**src/rtl/agex_muldiv_if.sv**
```systemverilog
// Handshake bundle between AGEX, the mul/div unit and the MEM-bound result path.
interface agex_muldiv_if #(
  parameter int unsigned XLEN  = 32,
  parameter int unsigned TAG_W = 5
);
  logic             flush;
  logic             in_valid;
  logic             in_ready;
  logic [2:0]       in_op;
  logic [XLEN-1:0]  in_a;
  logic [XLEN-1:0]  in_b;
  logic [TAG_W-1:0] in_tag;
  logic             out_valid;
  logic             out_ready;
  logic [XLEN-1:0]  out_result;
  logic [TAG_W-1:0] out_tag;
  logic             busy;

  modport master (
    output flush, in_valid, in_op, in_a, in_b, in_tag, out_ready,
    input  in_ready, out_valid, out_result, out_tag, busy
  );

  modport slave (
    input  flush, in_valid, in_op, in_a, in_b, in_tag, out_ready,
    output in_ready, out_valid, out_result, out_tag, busy
  );
endinterface

```
**src/rtl/agex_muldiv_unit.sv**
```systemverilog
// Iterative RV32M/RV64M multiply/divide unit for the AGEX stage.
// Magnitudes are processed unsigned (shift-add / restoring shift-subtract)
// and the sign is applied on the final step.
// Optional: define AGEX_MULDIV_FASTMUL_EN for a single-cycle multiplier.
module agex_muldiv_unit #(
  parameter int unsigned XLEN  = 32,
  parameter int unsigned TAG_W = 5
) (
  input logic          clk,
  input logic          reset,
  agex_muldiv_if.slave bus
);
  localparam int unsigned CNT_W = $clog2(XLEN) + 1;
  localparam int unsigned PW    = 2 * XLEN;

  typedef enum logic [1:0] {S_IDLE, S_BUSY, S_DONE} state_e;

  state_e           state, state_nx;
  logic [2:0]       op_q;
  logic             neg_q;
  logic [XLEN-1:0]  hi_q, lo_q, dsr_q;
  logic [CNT_W-1:0] cnt_q;
  logic [XLEN-1:0]  result_q;
  logic [TAG_W-1:0] tag_q;

  logic             accept, is_div, a_sgn, b_sgn, sa, sb, res_neg;
  logic             div_zero, div_ovf, direct;
  logic [XLEN-1:0]  mag_a, mag_b, direct_res;
`ifdef AGEX_MULDIV_FASTMUL_EN
  logic [PW-1:0]    prod_fast;
`endif

  logic [XLEN:0]    add_sum, sub_pre, sub_diff;
  logic [XLEN-1:0]  hi_nx, lo_nx, div_raw, div_fix, fin_res;
  logic [PW-1:0]    prod_fix;

  assign bus.in_ready   = (state == S_IDLE) && !bus.flush;
  assign accept         = bus.in_valid && bus.in_ready;
  assign bus.busy       = (state != S_IDLE);
  assign bus.out_valid  = (state == S_DONE);
  assign bus.out_result = result_q;
  assign bus.out_tag    = tag_q;

  // Operand decode: signedness, magnitudes, special cases resolved at accept
  always_comb begin
    is_div   = bus.in_op[2];
    a_sgn    = is_div ? ~bus.in_op[0] : (bus.in_op[1:0] != 2'b11);
    b_sgn    = is_div ? ~bus.in_op[0] : ~bus.in_op[1];
    sa       = a_sgn & bus.in_a[XLEN-1];
    sb       = b_sgn & bus.in_b[XLEN-1];
    mag_a    = sa ? (~bus.in_a + XLEN'(1)) : bus.in_a;
    mag_b    = sb ? (~bus.in_b + XLEN'(1)) : bus.in_b;
    res_neg  = (is_div && bus.in_op[1]) ? sa : (sa ^ sb);
    div_zero = is_div && (bus.in_b == '0);
    div_ovf  = is_div && ~bus.in_op[0] && (bus.in_b == '1) &&
               (bus.in_a == {1'b1, {(XLEN-1){1'b0}}});
    direct   = div_zero || div_ovf;
    if (div_zero) direct_res = bus.in_op[1] ? bus.in_a : '1;
    else          direct_res = bus.in_op[1] ? '0 : bus.in_a;
`ifdef AGEX_MULDIV_FASTMUL_EN
    prod_fast = {{XLEN{sa}}, bus.in_a} * {{XLEN{sb}}, bus.in_b};
    if (!is_div) begin
      direct     = 1'b1;
      direct_res = (bus.in_op[1:0] == 2'b00) ? prod_fast[XLEN-1:0] : prod_fast[PW-1:XLEN];
    end
`endif
  end

  // One iteration step plus the sign fix-up applied on the final step
  always_comb begin
    add_sum  = {1'b0, hi_q} + (lo_q[0] ? {1'b0, dsr_q} : '0);
    sub_pre  = {hi_q, lo_q[XLEN-1]};
    sub_diff = sub_pre - {1'b0, dsr_q};
    if (op_q[2]) begin
      hi_nx = sub_diff[XLEN] ? sub_pre[XLEN-1:0] : sub_diff[XLEN-1:0];
      lo_nx = {lo_q[XLEN-2:0], ~sub_diff[XLEN]};
    end else begin
      hi_nx = add_sum[XLEN:1];
      lo_nx = {add_sum[0], lo_q[XLEN-1:1]};
    end
    prod_fix = neg_q ? (~{hi_nx, lo_nx} + PW'(1)) : {hi_nx, lo_nx};
    div_raw  = op_q[1] ? hi_nx : lo_nx;
    div_fix  = neg_q ? (~div_raw + XLEN'(1)) : div_raw;
    if (op_q[2])                 fin_res = div_fix;
    else if (op_q[1:0] == 2'b00) fin_res = prod_fix[XLEN-1:0];
    else                         fin_res = prod_fix[PW-1:XLEN];
  end

  // FSM state register
  always_ff @(posedge clk or negedge reset) begin
    if (!reset) state <= S_IDLE;
    else        state <= state_nx;
  end

  // FSM next state; flush wins over every other transition
  always_comb begin
    state_nx = state;
    case (state)
      S_IDLE:  if (accept) state_nx = direct ? S_DONE : S_BUSY;
      S_BUSY:  if (cnt_q == CNT_W'(1)) state_nx = S_DONE;
      S_DONE:  if (bus.out_ready) state_nx = S_IDLE;
      default: state_nx = S_IDLE;
    endcase
    if (bus.flush) state_nx = S_IDLE;
  end

  // Datapath: load on accept, iterate while busy, capture result on last step
  always_ff @(posedge clk or negedge reset) begin
    if (!reset) begin
      op_q     <= '0;
      neg_q    <= 1'b0;
      hi_q     <= '0;
      lo_q     <= '0;
      dsr_q    <= '0;
      cnt_q    <= '0;
      result_q <= '0;
      tag_q    <= '0;
    end else if (accept) begin
      op_q  <= bus.in_op;
      neg_q <= res_neg;
      hi_q  <= '0;
      lo_q  <= is_div ? mag_a : mag_b;
      dsr_q <= is_div ? mag_b : mag_a;
      cnt_q <= CNT_W'(XLEN);
      tag_q <= bus.in_tag;
      if (direct) result_q <= direct_res;
    end else if ((state == S_BUSY) && !bus.flush) begin
      hi_q  <= hi_nx;
      lo_q  <= lo_nx;
      cnt_q <= cnt_q - CNT_W'(1);
      if (cnt_q == CNT_W'(1)) result_q <= fin_res;
    end
  end
endmodule

```
**src/flat_wrapper.sv**
```systemverilog
// flat-port wrapper written by rule: the top's interface ports become plain ports
module agex_muldiv_unit_flat 
#(
  parameter int unsigned XLEN  = 32,
  parameter int unsigned TAG_W = 5
)
  (clk, reset, bus_flush, bus_in_valid, bus_in_op, bus_in_a, bus_in_b, bus_in_tag, bus_out_ready, bus_in_ready, bus_out_valid, bus_out_result, bus_out_tag, bus_busy);
  agex_muldiv_if #(.XLEN(XLEN), .TAG_W(TAG_W)) bus_i ();
  input logic clk;
  input logic reset;
  input wire logic [$bits(bus_i.flush)-1:0] bus_flush;
  input wire logic [$bits(bus_i.in_valid)-1:0] bus_in_valid;
  input wire logic [$bits(bus_i.in_op)-1:0] bus_in_op;
  input wire logic [$bits(bus_i.in_a)-1:0] bus_in_a;
  input wire logic [$bits(bus_i.in_b)-1:0] bus_in_b;
  input wire logic [$bits(bus_i.in_tag)-1:0] bus_in_tag;
  input wire logic [$bits(bus_i.out_ready)-1:0] bus_out_ready;
  output wire logic [$bits(bus_i.in_ready)-1:0] bus_in_ready;
  output wire logic [$bits(bus_i.out_valid)-1:0] bus_out_valid;
  output wire logic [$bits(bus_i.out_result)-1:0] bus_out_result;
  output wire logic [$bits(bus_i.out_tag)-1:0] bus_out_tag;
  output wire logic [$bits(bus_i.busy)-1:0] bus_busy;
  assign bus_i.flush = bus_flush;
  assign bus_i.in_valid = bus_in_valid;
  assign bus_i.in_op = bus_in_op;
  assign bus_i.in_a = bus_in_a;
  assign bus_i.in_b = bus_in_b;
  assign bus_i.in_tag = bus_in_tag;
  assign bus_i.out_ready = bus_out_ready;
  assign bus_in_ready = bus_i.in_ready;
  assign bus_out_valid = bus_i.out_valid;
  assign bus_out_result = bus_i.out_result;
  assign bus_out_tag = bus_i.out_tag;
  assign bus_busy = bus_i.busy;
  agex_muldiv_unit #(.XLEN(XLEN), .TAG_W(TAG_W)) u_core (.clk(clk), .reset(reset), .bus(bus_i));
endmodule
```
**config.mk**
```make
export PLATFORM = sky130hd
export DESIGN_NAME = agex_muldiv_unit_flat
export DESIGN_NICKNAME = d
export VERILOG_FILES = /design/src/rtl/agex_muldiv_if.sv /design/src/rtl/agex_muldiv_unit.sv /design/src/flat_wrapper.sv
export SDC_FILE = /design/constraint.sdc
export NUM_CORES = 1
export LEC_CHECK = 0
export BUFFER_PORTS_ARGS = -buffer_cell sky130_fd_sc_hd__buf_2
export CAP_MARGIN = 10
export CORE_AREA = 2 2 179 181
export CTS_BUF_LIST = sky130_fd_sc_hd__clkbuf_4
export CTS_CLUSTER_DIAMETER = 30
export DETAILED_ROUTE_END_ITERATION = 10
export DIE_AREA = 0 0 181 183
export PLACE_DENSITY = 0.87
export SLEW_MARGIN = 15
export SYNTH_ARGS = -nofsm -noshare
export SYNTH_HDL_FRONTEND = slang
export SYNTH_SLANG_ARGS = --single-unit
```
**constraint.sdc**
```tcl
create_clock -name clk -period 5.85 [get_ports clk]
set_clock_uncertainty 0.15 [all_clocks]
set_input_delay 0.8775 -clock clk [delete_from_list [all_inputs] [get_ports clk]]
set_output_delay 0.8775 -clock clk [all_outputs]
set_load 0.05 [all_outputs]
```
==> flow_metrics.tcl <==
set metrics [dict create \
    status "finished clean" \
    slowest_delay_ns 0.74 \
    crit_path_end_kind "flip-flop" \
    worstPathCellList "ha_1 > fa_1 > nand2b_1 > a211oi_4 > buf_4 > o311a_4 > o21ai_4 > buf_4 > nand3_2 > nand2_1 > buf_4 > a21oi_1 > o31a_1 > nand3_1 > or4_1 > o31a_1 > xnor2_1 > nor2_1 > o32a_1" \
    via_per_inst 6.989 \
    cp_top_family "compound AO/OA/AOI/OAI gates" \
    postSynthAreaPerCell_sq_um 7.061 \
    arrival_ns 6.10 \
    drv_slew 0 \
    syn_to_final_growth_pct 8.880 \
    async_flop_share_pct 100.0 \
    path_buf_inv 3 \
    multi_input_area_sq_mm 0.01333 \
    seqCellArea_sq_mm 0.003633 \
    power.switching_w 0.007133 \
    hold_slack_ns 0.07864 \
    fmax_mhz 175.0 \
    max-vdd-ir-drop_mv 0.2408 \
    maxCapViolCount 0 \
    swShare_pct 59.83 \
    cp_common_cell "buf_4" \
    die_w_um 181 \
    setup_violations 0 \
    grt_overflow 0 \
    p_leak_nw 8.067 \
    p_per_area_mw_per_mm2 611.5 \
    drive_gt1_share_pct 12.61 \
    intPower_w 0.004789 \
    cts_tree "built" \
    crit_type "flip-flop to flip-flop" \
    grtUsageTotal_pct 47.11 \
    post_drt_wl_per_cell_um 26.20 \
    cts_max_level 4 \
    start_util_pct 57.34 \
    cts_buffers 17 \
    hold_viol_final 0 \
    hpwl_um 61610 \
    rsz0062_at_grt "no" \
    ys_seq_area_share_pct 20.26 \
    mostFrequentLayoutCell "nand2_1" \
    fin_util_pct 62.43 \
    min_period_ns 5.715 \
    pre_cts_ws_ns 0.2222 \
    worstMarginPinSlew_ns 0.9843 \
    clkSlewWorstSetupHoldPaths_ns 0.17 \
    gp_congestion 1.046 \
    max-clock-path-buffers 2 \
    relSlewSlack_pct 33.34 \
    nNetsFinal 2755 \
    final_cell_mix "nand2_1, a21oi_1, o21ai_0" \
    required_ns 6.23 \
    first_pass_iters 6 \
    synth_cells 2536 \
    cts.sinks 145 \
    slowest_stage "or4_1" \
    synth_fp_nets 2686 \
    hold_class "input port to asynchronous set/reset pin" \
    core_sq_mm 0.03123 \
    seq_power_share_pct 15.8 \
    netlist_area_sq_mm 0.01791 \
    io_pins 117 \
    dieArea_sq_mm 0.03312 \
    yosysWarnings 0 \
    drt-initial-drc-count 2930 \
    synth.distinct_cells 107 \
    min_period_over_period_pct 97.69 \
    via_count 21110 \
    comb_power_share_pct 77.3 \
    fin_setup_tns_ns 0 \
    ant_nets 0 \
    rows 65 \
    grt_max_degree 107 \
    grt_antenna_before_repair 6 \
    port-buffer-count 116 \
    drc 0 \
    crit_path_start_kind "flip-flop" \
    clkPwrFrac_pct 6.9 \
    grt_pass1_vias 19550 \
    ys.flop_type "dfrtp_1" \
    cp_max_fo 23 \
    synth-seq-cells 145 \
    synth_edf_count 0 \
    cts_root_buffer "clkbuf_4" \
    routed_wl_um 79160 \
    die_y_um 183 \
    setup_ws_ns 0.1350 \
    clock_latency_ns 0.65 \
    power_w 0.01192 \
    grt_first_pass_wirelength_um 118900 \
    fill_cells 2915 \
]
-- cell type report --
class	instances	share of cell area (%)
Clock inverter	15	1.123
Multi-Input combinational cell	2143	68.36
Inverter	76	1.463
Sequential cell	145	18.64
Clock buffer	17	0.6546
Antenna cell	1	0.01283
Timing Repair Buffer	222	7.174
Tap cell	402	2.580
-- flip-flops by register name (all words and copies together) (netlist names) --
name	cells
u_core.hi_q	32
u_core.cnt_q	6
u_core.bus.out_result	32
u_core.op_q	3
u_core.state	2
u_core.lo_q	32
u_core.dsr_q	32
u_core.neg_q	1
u_core.bus.out_tag	5
-- layer usage --
layer / vias up / GRT usage (%) / wire [um]
met5: - / 0 / 36
met2: 1551 / 71.15 / 33170
met4: 6 / 27.74 / 5563
met3: 342 / 13.52 / 10340
li1: 9438 / - / -
met1: 9777 / 60.10 / 30040
-- synth_stat cells (8+ instances only) --
master | number | area share, %
nand2_1 | 306 | 6.4
a21oi_1 | 249 | 7.0
o21ai_0 | 240 | 6.7
nor2_1 | 236 | 4.9
dfrtp_1 | 145 | 20
clkbuf_1 | 109 | 2.3
xnor2_1 | 98 | 4.8
nand3_1 | 82 | 2.3
nor3_1 | 78 | 2.2
xor2_1 | 76 | 3.7
inv_1 | 74 | 1.6
ha_1 | 71 | 5.0
o211ai_1 | 65 | 2.7
and2_1 | 50 | 1.7
mux2i_1 | 47 | 2.6
a31oi_1 | 38 | 1.3
o31ai_1 | 31 | 1.3
a211oi_1 | 30 | 1.3
buf_1 | 30 | 0.63
nand4_1 | 30 | 1.0
a21o_1 | 27 | 1.1
or3_1 | 26 | 0.91
buf_2 | 23 | 0.64
nor4_1 | 23 | 0.80
nand2b_1 | 17 | 0.59
and3_1 | 16 | 0.56
nor2b_1 | 15 | 0.52
or2_2 | 15 | 0.52
nor3b_1 | 13 | 0.54
o21a_1 | 13 | 0.54
a221oi_1 | 12 | 0.59
o21ai_1 | 12 | 0.34
o22ai_1 | 12 | 0.42
o21bai_1 | 11 | 0.46
a2111oi_0 | 9 | 0.44
a311oi_1 | 9 | 0.44
and4_1 | 9 | 0.44
o221ai_1 | 9 | 0.44
o41ai_1 | 9 | 0.44
a21boi_0 | 8 | 0.34
or4_1 | 8 | 0.34
-- stage by stage --
step	cell area, sq um	std cells
floorplan	17910	2536
global placement	19100	2987
detailed placement	19100	2987
CTS	19440	3019
global route	19500	3021
finish	19500	3021
-- power groups by stage --
stage / Combinational [W] / Clock (W) / Sequential, W
after detailed placement: 0.00871 / 0 / 0.00187
after global routing: 0.00971 / 0.000857 / 0.00191
after CTS: 0.00878 / 0.000820 / 0.00184
after floorplan: 0.00560 / 0 / 0.00195
final: 0.00921 / 0.000828 / 0.00188
after global placement: 0.00867 / 0 / 0.00184
-- cells by family (layout without fill, tap and decap cells) --
logic type                 Yosys count  in the layout  share of synthesized area, %
AOI/OAI and AO/OA                  882            882                         31.56
and+or+nand+nor                    960            960                         25.73
adders and majority gates           73             73                         5.184
buffers and inverters              248            330                         5.688
xor gates and xnor gates           174            174                         8.510
muxes                               54             54                         3.067
DFF                                145            145                         20.26
other                                0              1                             0
-- what timing repair did --
action / CTS / global route
resized for setup: 0 / 7
buffers inserted: 0 / 1
hold buffers: 0 / 0
endpoints found under the setup margin: 0 / 8
-- final timing paths --
kind / from / end / slack [ns] / cells past startpoint
min in group clk: bus_in_tag[0] / u_core.bus.out_tag[0]$_DFFE_PN0P_ / 0.28 / 3
min: reset / u_core.hi_q[28]$_DFFE_PN0P_ / 0.08 / 1
max reg2reg: u_core.dsr_q[0]$_DFFE_PN0P_ / u_core.bus.out_result[18]$_DFFE_PN0P_ / 0.13 / 19
max in group asynchronous: reset / u_core.op_q[2]$_DFFE_PN0P_ / 4.26 / 2
min reg2reg: u_core.bus.out_tag[0]$_DFFE_PN0P_ / u_core.bus.out_tag[0]$_DFFE_PN0P_ / 0.34 / 2
max: u_core.dsr_q[0]$_DFFE_PN0P_ / u_core.bus.out_result[18]$_DFFE_PN0P_ / 0.13 / 19
Note: power is estimated with default switching activity, not from simulation.
